`config.mk`:
```
export PLATFORM = sky130hd
export DESIGN_NAME = dmem_store_buffer
export DESIGN_NICKNAME = d
export VERILOG_FILES = /design/src/rtl/dmem_store_buffer.sv
export SDC_FILE = /design/constraint.sdc
export NUM_CORES = 1
export LEC_CHECK = 0
export CAP_MARGIN = 20
export CORE_UTILIZATION = 30
export DETAILED_ROUTE_END_ITERATION = 8
export SLEW_MARGIN = 20
export SYNTH_ARGS = -nofsm -noshare
export SYNTH_HDL_FRONTEND = slang
export SYNTH_SLANG_ARGS = --single-unit
```
`constraint.sdc`:
```
create_clock -name Clock -period 9.5 [get_ports Clock]
set_input_delay 1.9 -clock Clock [delete_from_list [all_inputs] [get_ports Clock]]
set_output_delay 1.9 -clock Clock [all_outputs]
set_load 0.01 [all_outputs]
```
`src/rtl/dmem_store_buffer.sv`:
```
// Posted-store buffer between the MEM-stage data port and the data RAM, with same-cycle load forwarding.
// Optional store coalescing into the youngest entry is enabled by defining DMEM_COALESCE_EN.
module dmem_store_buffer #(
  parameter int DEPTH = 4,
  parameter int AW    = 16,
  parameter int DW    = 32
) (
  input  logic          Clock,
  input  logic          nReset,
  input  logic [AW-1:0] MemAddr,
  input  logic          MemWrite,
  input  logic          MemRead,
  input  logic [DW-1:0] WriteData,
  output logic [DW-1:0] MemData,
  output logic          RamWReq,
  output logic [AW-1:0] RamWAddr,
  output logic [DW-1:0] RamWData,
  input  logic          RamWAck,
  output logic [AW-1:0] RamRAddr,
  input  logic [DW-1:0] RamRData,
  output logic          Full,
  output logic          Empty,
  output logic          Overflow
);

  localparam int PW = (DEPTH > 1) ? $clog2(DEPTH) : 1;
  localparam int CW = $clog2(DEPTH + 1);
  localparam logic [CW-1:0] DEPTH_C = CW'(DEPTH);
  localparam logic [CW-1:0] ONE_C   = CW'(1);

  logic [AW-1:0] addr_mem_r [DEPTH];
  logic [DW-1:0] data_mem_r [DEPTH];

  logic [PW-1:0] head_r;
  logic [PW-1:0] tail_r;
  logic [CW-1:0] count_r;
  logic          empty_r;
  logic          full_r;
  logic          overflow_r;

  logic [PW-1:0] head_next_s;
  logic [PW-1:0] tail_next_s;
  logic [CW-1:0] count_next_s;
  logic          pop_s;
  logic          push_s;
  logic          coalesce_s;
  logic          overflow_set_s;
  logic          fwd_hit_s;
  logic [DW-1:0] fwd_data_s;

  // Empty is a register, so reset drops the write request without waiting for a clock edge.
  assign RamWReq  = ~empty_r;
  assign RamWAddr = addr_mem_r[head_r];
  assign RamWData = data_mem_r[head_r];
  assign RamRAddr = MemAddr;
  assign Full     = full_r;
  assign Empty    = empty_r;
  assign Overflow = overflow_r;

  assign pop_s = RamWReq & RamWAck;

`ifdef DMEM_COALESCE_EN
  logic [PW-1:0] tail_last_s;

  assign tail_last_s = tail_r - PW'(1);

  // Merge into the youngest entry, unless it is the lone entry leaving this cycle.
  always_comb begin
    coalesce_s = 1'b0;
    if (MemWrite && !empty_r && (addr_mem_r[tail_last_s] == MemAddr) &&
        !((count_r == ONE_C) && pop_s)) begin
      coalesce_s = 1'b1;
    end else begin
      coalesce_s = 1'b0;
    end
  end
`else
  assign coalesce_s = 1'b0;
`endif

  assign push_s         = MemWrite & ~coalesce_s & (~full_r | pop_s);
  assign overflow_set_s = MemWrite & ~coalesce_s & full_r & ~pop_s;

  // Next pointer and occupancy values.
  always_comb begin
    head_next_s  = head_r;
    tail_next_s  = tail_r;
    count_next_s = count_r;
    if (pop_s) begin
      head_next_s = head_r + PW'(1);
    end else begin
      head_next_s = head_r;
    end
    if (push_s) begin
      tail_next_s = tail_r + PW'(1);
    end else begin
      tail_next_s = tail_r;
    end
    case ({push_s, pop_s})
      2'b10:   count_next_s = count_r + ONE_C;
      2'b01:   count_next_s = count_r - ONE_C;
      default: count_next_s = count_r;
    endcase
  end

  // Control state; Full/Empty are decoded from the next count so they stay registered.
  always_ff @(posedge Clock or negedge nReset) begin
    if (!nReset) begin
      head_r     <= '0;
      tail_r     <= '0;
      count_r    <= '0;
      empty_r    <= 1'b1;
      full_r     <= 1'b0;
      overflow_r <= 1'b0;
    end else begin
      head_r     <= head_next_s;
      tail_r     <= tail_next_s;
      count_r    <= count_next_s;
      empty_r    <= (count_next_s == '0);
      full_r     <= (count_next_s == DEPTH_C);
      overflow_r <= overflow_r | overflow_set_s;
    end
  end

  // Entry storage; contents are don't-care after reset so no reset is applied.
  always_ff @(posedge Clock) begin
    if (push_s) begin
      addr_mem_r[tail_r] <= MemAddr;
      data_mem_r[tail_r] <= WriteData;
    end
`ifdef DMEM_COALESCE_EN
    else if (coalesce_s) begin
      data_mem_r[tail_last_s] <= WriteData;
    end
`endif
  end

  // Walk oldest to youngest so the youngest matching entry wins; popping entries still count.
  always_comb begin
    fwd_hit_s  = 1'b0;
    fwd_data_s = '0;
    for (int i = 0; i < DEPTH; i++) begin
      fwd_data_s = ((CW'(i) < count_r) && (addr_mem_r[head_r + PW'(i)] == MemAddr))
                   ? data_mem_r[head_r + PW'(i)] : fwd_data_s;
      fwd_hit_s  = fwd_hit_s |
                   ((CW'(i) < count_r) && (addr_mem_r[head_r + PW'(i)] == MemAddr));
    end
  end

  assign MemData = (MemRead && fwd_hit_s) ? fwd_data_s : RamRData;

endmodule

```
# [Word level (Yosys, flattened, before mapping)]
# Memories as Yosys holds them, arrays and structs flattened.
# Index checks and enable logic that the tools add are counted.
[word_totals] register_bits=10 ramBits=192 in_bits=85 word_cells=51 n_memories=2
[classes] n_addsub=6 magnitude_cmp=4 eq_ne=7 muxes=8 bitwise_logic=12 n_reduce_logical=6
[mem_list] memory="data_mem_r" words=4 word_bits=32 rd=4 rd_clocked_by_memory_dff=0 wr=1 line_no="32" rtl="logic [DW-1:0] data_mem_r [DEPTH];"
[mem_list] memory="addr_mem_r" words=4 word_bits=16 rd=4 rd_clocked_by_memory_dff=0 wr=1 line_no="31" rtl="logic [AW-1:0] addr_mem_r [DEPTH];"
[ops] operator="$mux 32" n=5
[ops] operator="$eq 16x16->1" n=4
[ops] operator="$lt 1x3->1 const A" n=2
[ops] operator="$lt 2x3->1 const A" n=2
[ops] operator="$pmux 3 s2" n=1
[ops] operator="$logic_and 1x1->1" n=5
[ops] operator="$or 1x1->1" n=5
[ops] operator="$add 2x1->2 const B" n=2
[ops] operator="$add 2x2->2 const B" n=2
[ops] operator="$and 1x1->1" n=4
[ops] operator="$add 3x1->3 const B" n=1
[ops] operator="$eq 3x3->1 const B" n=1
[ops] operator="$logic_not 3->1" n=1
[ops] operator="$not 1->1" n=3
[ops] operator="$sub 3x1->3 const B" n=1
[ops] operator="$eq 2x1->1 const B" n=1
[ops] operator="$eq 2x2->1 const B" n=1
[ops] operator="$mux 1" n=2

# [Logic depth before layout (Yosys ltp)]
# Gate-level depths: netlist of run 1.
# An unclocked memory read counts as a cell.
[depth] ltp_word=9 mapped_depth=14 ltp_nobuf=11

# [Least setup slack after synthesis of run 1]
# OpenSTA, ideal clock, no wires.
[synth_timing] kind="input port to output port" start="input port MemAddr[1]" end="output port MemData[0]" t_arrival_ns=4.192 t_required_ns=7.600 path_slack_ns=3.408 cell_stages=10 path_cell_list="clkbuf_1 -> nor2b_1 -> a221oi_1 -> o311ai_1 -> a2111o_1 -> a211oi_4 -> buf_2 -> buf_1 -> o31ai_1 -> a31oi_1"
[synth_between] elab_chain_cells=7
[synth_lines] element="start, declared" line_no="10" rtl="input logic [AW-1:0] MemAddr,"
[synth_lines] element="$eq 16x16->1, on equally long branches" line_no="143, 146"
[synth_lines] element="$logic_and 1x1->1, on equally long branches" line_no="143, 146"
[synth_lines] element="$mux 32 / $or 1x1->1 (equally long branches) (3 in a row)" line_no="144, 145"
[synth_lines] element="$mux 32 / $logic_and 1x1->1 (equally long branches)" line_no="144, 150"
[synth_lines] element="$mux 32 *" line_no="150" rtl="assign MemData = (MemRead && fwd_hit_s) ? fwd_data_s : RamRData;"
[synth_lines] element="end, declared" line_no="14" rtl="output logic [DW-1:0] MemData,"
# Every way passes the cells marked *; elsewhere a longest branch is shown, timed or not.

# [Final worst setup path of run 1]
[layout_timing] start="input port MemAddr[4]" end="output port MemData[13]"
# The elaborated chain is that of the path after synthesis.

==> results.md, run 1 <==
- Synth Cell Area: 13,400 µm²
- Max-cap viol count: 0
- Share of cells above drive strength 1: 12.4%
- Most common cell in the netlist: edfxtp_1
- Worst setup EP type: output pin
- Die Wd: 213 µm
- Remaining DRCs: 0
- Slowest stage cell on the critical path: nand3_1
- Placed cell area: 15,500 µm²
- Delay-heaviest family, CP: buffers and inverters
- Cell row count: 76
- H-tree levels: 1
- Fin crit period: 8.37 ns
- Clock Tree Root: clkbuf_16
- I/O Buffers: 184
- Antenna violations before repair: 2
- Yosys warning count: 0
- Buffer and inverter count on the worst path: 3
- Hold endpoint: Overflow
- Leakage power: 0.00568 µW
- Worst R2R Setup Slack: 7.12 ns
- Mean Syn Cell Area: 11.2 µm²
- Initial DRT Pass Iterations: 5
- DRT Wirelength: 41.5 mm
- PostCTS Resize Cnt: 0
- Area Growth Syn to Fin: 22.3%
- Post-synth top cells: 192 x edfxtp_1, 164 x mux2i_1, 81 x nand2_1
- Synth top area share: 43.2%
- Hold path depth: 1
- Number of global-route vias before repair: 10,100
- Startpoint types: input pin
- Crit Reg-Reg Endpoint: addr_mem_r[3][10]
- HP Class: register to register
- Total CTS buffers: 25
- Setup Skew: 0.0200 ns
- FF-to-FF Start: Empty
- Core Region: 43,500 µm²
- Synth Flop Type: edfxtp_1
- Post-synth top area cell: edfxtp_1
- Synth async-reset ratio: 4.95%
- Largest net degree at the start of global routing: 75
- Worst path cell trace: clkdlybuf4s50_1 > xnor2_1 > nand4_1 > a2111oi_2 > nand3_1 > buf_4 > nor2_1 > o311ai_0 > a31oi_1 > clkdlybuf4s50_1
- Register area share after synthesis: 45.0%
- CTS tree: done
- DRT iter0 DRCs: 1,080
- Hold_buf cts: 0
- Global-route wire length before repair: 61.8 mm
- Slew headroom: 35.0%
- Slew Viols, Final: 0
- Nets: 1,396
- Placed insts: 1,861
- Critical path's largest stage delay: 0.78 ns
- Max Fanout on Critical Path: 16
- Final Setup Violations: 0
- Crit path required time: 7.60 ns
- Post-layout instance area: 16,300 µm²
- Routed Antenna Nets: 0
- CTS Sinks: 202
- Status: finished, final reports clean
- Crit-path most repeated cell: clkdlybuf4s50_1
- Max IR drop VDD: 0.199 mV
- Clk buf depth: 3
- Die Area: 45,400 µm²
- CP Data Arrival Time: 6.47 ns
- Half-perimeter wire length after detailed placement: 26.7 mm
- Post-DR vias/cell: 5.54
- RSZ-0062 raised after global routing: no
- Worst R2R Path Depth: 5
- Die Ht: 213 µm
- Vias: 10,600
- Initial Util: 30.7%
- Yosys reg bits: 202
- Cells after Synth: 1,198
- Syn_nets: 1,291
- Setup_tns: 0 ns
- Unique cell type count in the Yosys netlist: 58
- Top Ports: 185
- Post-CTS Setup Bufs: 0
- GPL Wtd Cong: 0.881
- Hold Crit Start: Overflow
- Post-synth EDFFs: 192
- WL/cell: 21.8 µm
- Clock transition at path regs: 0.05 ns
- GR Util All Layers: 17.9%
- Final period utilization: 88.1%
- Non-Filler Instances: 1,908
- Final hold vios: 0
- Power per cell area: 286 nW/µm²
- Synth top area cells: edfxtp_1 43%, mux2i_1 12%, mux4_2 6.6%
- Clk_lat worst skew: 0.52 ns
- Total gr overflow: 0
- Worst slew pin tran: 0.975 ns
- Achievable Freq: 119 MHz
- Kind of critical path: input pin to output pin
-- flip-flops by register name (all words and copies together), names as in the netlist --
signal and count:
head_r 2, Full 1, count_r 3, tail_r 2, data_mem_r 128, Overflow 1
addr_mem_r 64, Empty 1
-- worst register-to-register path, delay by kind of cell, from the launching register on --
kind / cells / cell delay (ns)
buffers and inverters: 2 / 0.62
flip-flops: 1 / 0.37
AND/OR/NAND/NOR: 3 / 1.01
-- per-stage QoR --
stage               hold WS, ns  setup WS [ns]  util [%]  total power [µW]
floorplan                 0.512           3.41         -              2910
global placement          0.466           1.23      35.6              3650
detailed placement        0.462           1.21      35.6              3670
CTS                       0.479           1.18      37.6              4700
global route              0.493          0.886      37.6              4930
finish                    0.488           1.13      37.6              4670
-- worst max path at each step --
stage           startpoint  slack, ns     endpoint  cells after the start
2_1_floorplan   MemAddr[1]       3.41   MemData[0]                     10
3_3_place_gp   MemAddr[13]       1.23  MemData[13]                     11
3_5_place_dp   MemAddr[13]       1.21  MemData[13]                     11
4_1_cts        MemAddr[13]       1.18  MemData[13]                     11
5_1_grt        MemAddr[13]       0.89  MemData[13]                     11
6_report        MemAddr[4]       1.13  MemData[13]                     10
-- layer usage --
| metal | vias up | global-route usage, % | wire length (µm) |
|---|---|---|---|
| li1 | 4808 | - | - |
| met1 | 5166 | 24.9 | 17900 |
| met2 | 521 | 28.5 | 19200 |
| met3 | 75 | 2.38 | 3290 |
| met4 | 0 | 5.71 | 1080 |
| met5 | - | 0 | 0 |
-- area by class of cell --
class                           count  area [µm²]
Sequential cell                   202        6020
Multi-Input combinational cell    856        6660
Clock buffer                       29         641
Tap cell                          585         732
Timing Repair Buffer              205        2000
Fill cell                        4171       27100
Antenna cell                        2        5.00
Inverter                           13        51.3
Clock inverter                     16         233
-- power by group --
| group | internal (µW) | switching, µW | total [µW] |
|---|---|---|---|
| Clock | 644 | 371 | 1020 |
| Sequential | 1190 | 197 | 1390 |
| Combinational | 1050 | 1220 | 2270 |
| Total | 2880 | 1790 | 4670 |
-- layout by cell type, fill, tap and decap left out, drive strengths merged, types with 3 or more instances in the layout --
cell type,instances
and2,10
clkbuf,29
and3,9
edfxtp,192
o21ai,91
mux2i,164
nor2b,4
nor4,35
nand2b,4
bufinv,6
a21oi,24
a31oi,32
clkdlybuf4s50,183
o211ai,3
mux4,39
ha,8
xnor2,41
inv,14
nor2,73
nand2,81
o311ai,15
dfrtp,9
nand4,12
nor3,26
o31ai,19
a211oi,36
buf,22
clkinv,8
xor2,24
nand3,35
mux2,45
-- cells by family after synthesis --
group / count (synthesis) / share of synthesized area (%)
buffers and inverters: 140 / 5.24
and+or+nand+nor: 293 / 10.4
AOI/OAI and AO/OA: 242 / 11.7
adders and majority gates: 8 / 0.749
DFF: 202 / 45.0
xor gates and xnor gates: 65 / 4.26
muxes: 248 / 22.7
Note: power is estimated with default switching activity, not from simulation.
==> run 2: changes to the inputs <==
==> constraint.sdc (replaced) <==
create_clock -name Clock -period 8.6 [get_ports Clock]
set_input_delay 1.72 -clock Clock [delete_from_list [all_inputs] [get_ports Clock]]
set_output_delay 1.72 -clock Clock [all_outputs]
set_load 0.01 [all_outputs]
==> results.md, run 2 (synthesis results as in run 1) <==
- Status: finished, final reports clean (unchanged)
- RSZ-0062 raised after global routing: no (unchanged)
- Clock share of power: 18.8% (was 21.7%)
- Post-layout instance area: 16,300 µm² (about the same)
- CP Data Arrival Time: 6.14 ns (was 6.47 ns)
- Kind of critical path: input pin to output pin (unchanged)
- Slew headroom: 23.1% (was 35.0%)
- DRT Wirelength: 41.2 mm (was 41.5 mm)
- Largest net degree at the start of global routing: 83 (was 75)
- Final Setup Violations: 0 (unchanged)
- Remaining DRCs: 0 (unchanged)
- Combinational power share: 50.8% (was 48.5%)
- Hold_buf cts: 0 (unchanged)
- Achievable Freq: 127 MHz
- Largest regs: data_mem_r: 128 flops, addr_mem_r: 64 flops, count_r: 3 flops (unchanged)
- WL/cell: 21.6 µm (was 21.8 µm)
- Max Fanout on Critical Path: 18 (was 16)
- Total gr overflow: 0 (unchanged)
- Share of cells above drive strength 1: 12.4% (about the same)
- Net Sw Frac: 39.2% (was 38.3%)
- Reg with most FFs: data_mem_r (unchanged)
- Setup Skew: 0.0136 ns (was 0.0200 ns)
- GR Util All Layers: 17.8% (was 17.9%)
- GPL Wtd Cong: 0.895 (was 0.881)
- Clock Tree Root: clkbuf_16 (unchanged)
- Final period utilization: 91.4%
- PostCTS Resize Cnt: 0 (unchanged)
- Post-DR vias/cell: 5.50 (was 5.54)
- Vias: 10,500 (was 10,600)
- Max IR drop VDD: 0.185 mV (was 0.199 mV)
- CTS tree: done (unchanged)
- I/O Buffers: 184 (unchanged)
- Crit path required time: 6.88 ns (was 7.60 ns)
- Power per cell area: 307 nW/µm² (was 286 nW/µm²)
- H-tree levels: 1 (unchanged)
- P_sw: 1960 µW (was 1790 µW)
- Clk_lat worst skew: 0.51 ns (was 0.52 ns)
- Fin crit period: 7.86 ns
- Startpoint types: input pin (unchanged)
- Clk buf depth: 3 (unchanged)
- Initial DRT Pass Iterations: 5 (unchanged)
- DRT iter0 DRCs: 965 (was 1,080)
- Global-route wire length before repair: 61.8 mm (unchanged)
- Half-perimeter wire length after detailed placement: 27.1 mm (was 26.7 mm)
- CTS Sinks: 202 (unchanged)
- Die Ht: 213 µm (unchanged)
- Number of global-route vias before repair: 10,300 (was 10,100)
- Max FFs per register: 128 (unchanged)
- Total CTS buffers: 24 (was 25)
- Core Region: 43,500 µm² (unchanged)
- Final worst slack: 0.738 ns (was 1.13 ns)
- Power Internal: 3040 µW (was 2880 µW)
- Worst setup EP type: output pin (unchanged)
- Initial Util: 30.7% (unchanged)
- Final core utilization: 37.4% (was 37.6%)
- Most used cells in the layout excluding fill and tap cells: 192 x edfxtp_1, 183 x clkdlybuf4s50_1, 164 x mux2i_1, 80 x nand2_1, 72 x nor2_1 (unchanged)
- Routed Antenna Nets: 0 (unchanged)
- Cell row count: 76 (unchanged)
- Clock transition at path regs: 0.06 ns (was 0.05 ns)
- Leakage power: 0.00565 µW (was 0.00568 µW)
- Slew Viols, Final: 0 (unchanged)
- Die Wd: 213 µm (unchanged)
- Top Ports: 185 (unchanged)
- Placed cell area: 15,500 µm² (about the same)
- Area Growth Syn to Fin: 21.8% (was 22.3%)
- Most common cell after layout, fill and taps aside: edfxtp_1 (unchanged)
- Die Area: 45,400 µm² (unchanged)
- Worst R2R Setup Slack: 5.72 ns (was 7.12 ns)
- Pre-CTS setup slack: 0.827 ns (was 1.21 ns)
- Sequential share of power: 30.4% (was 29.7%)
- Worst slew pin tran: 1.15 ns (was 0.975 ns)
- Setup_tns: 0 ns (unchanged)
- Final hold vios: 0 (unchanged)
- Max-cap viol count: 0 (unchanged)
- HP Class: register to register (unchanged)
- Post-CTS Setup Bufs: 0 (unchanged)
- Nets: 1,402 (was 1,396)
- Antenna violations before repair: 2 (unchanged)
## run 2: critical path, stage by stage
cell             delay [ns]
clkdlybuf4s50_1        0.66
nor2b_1                0.26
a221oi_1               0.34
o311ai_1               0.18
a2111o_1               0.41
a211oi_4               0.26
and2_1                 0.84
buf_4                  0.34
a211oi_1               0.09
a31oi_1                0.38
clkdlybuf4s50_1        0.63
## run 2: area by class of cell
cell class	instances	area, µm²
diodes	2	5.00
fillers	4249	27200
inverters	13	51.3
flip-flops and latches	202	6020
repair buffers	212	2080
clock buffers	37	691
multi-input cells	856	6660
clock inverters	6	31.3
well taps	585	732
## run 2: power groups by stage
| stage | logic, µW | registers, µW | clock network (µW) |
|---|---|---|---|
| 2_1_floorplan | 1800 | 1410 | 0 |
| 3_3_place_gp | 2520 | 1530 | 0 |
| 3_5_place_dp | 2530 | 1540 | 0 |
| 4_1_cts | 2540 | 1520 | 967 |
| 5_1_grt | 2720 | 1550 | 999 |
| 6_report | 2530 | 1520 | 939 |
## run 2: per-stage QoR
| step | hold WS [ns] | instances | total power (µW) |
|---|---|---|---|
| global placement | 0.462 | 1867 | 4040 |
| CTS | 0.479 | 1910 | 5030 |
| global route | 0.511 | 1913 | 5280 |
| detailed placement | 0.460 | 1867 | 4060 |
| floorplan | 0.512 | 1198 | 3210 |
| finish | 0.473 | 1913 | 4990 |
## run 2: worst paths after layout
path,startpoint,depth (start not counted),end
max,MemAddr[1],11,MemData[2]
min,Overflow,1,Overflow
max reg2reg,head_r[0],4,head_r[0]
min reg2reg,Overflow,1,Overflow
max in group asynchronous,nReset,1,head_r[1]
min in group asynchronous,nReset,1,Overflow
## run 2: metal layers
metal	GRT usage, %	vias to the layer above	part of all wire [%]	wire [µm]
li1	-	4823	-	-
met1	25.4	5204	46	18800
met2	28.0	436	46	18800
met3	1.69	68	6.0	2490
met4	6.15	0	2.8	1160
met5	0	-	0	0
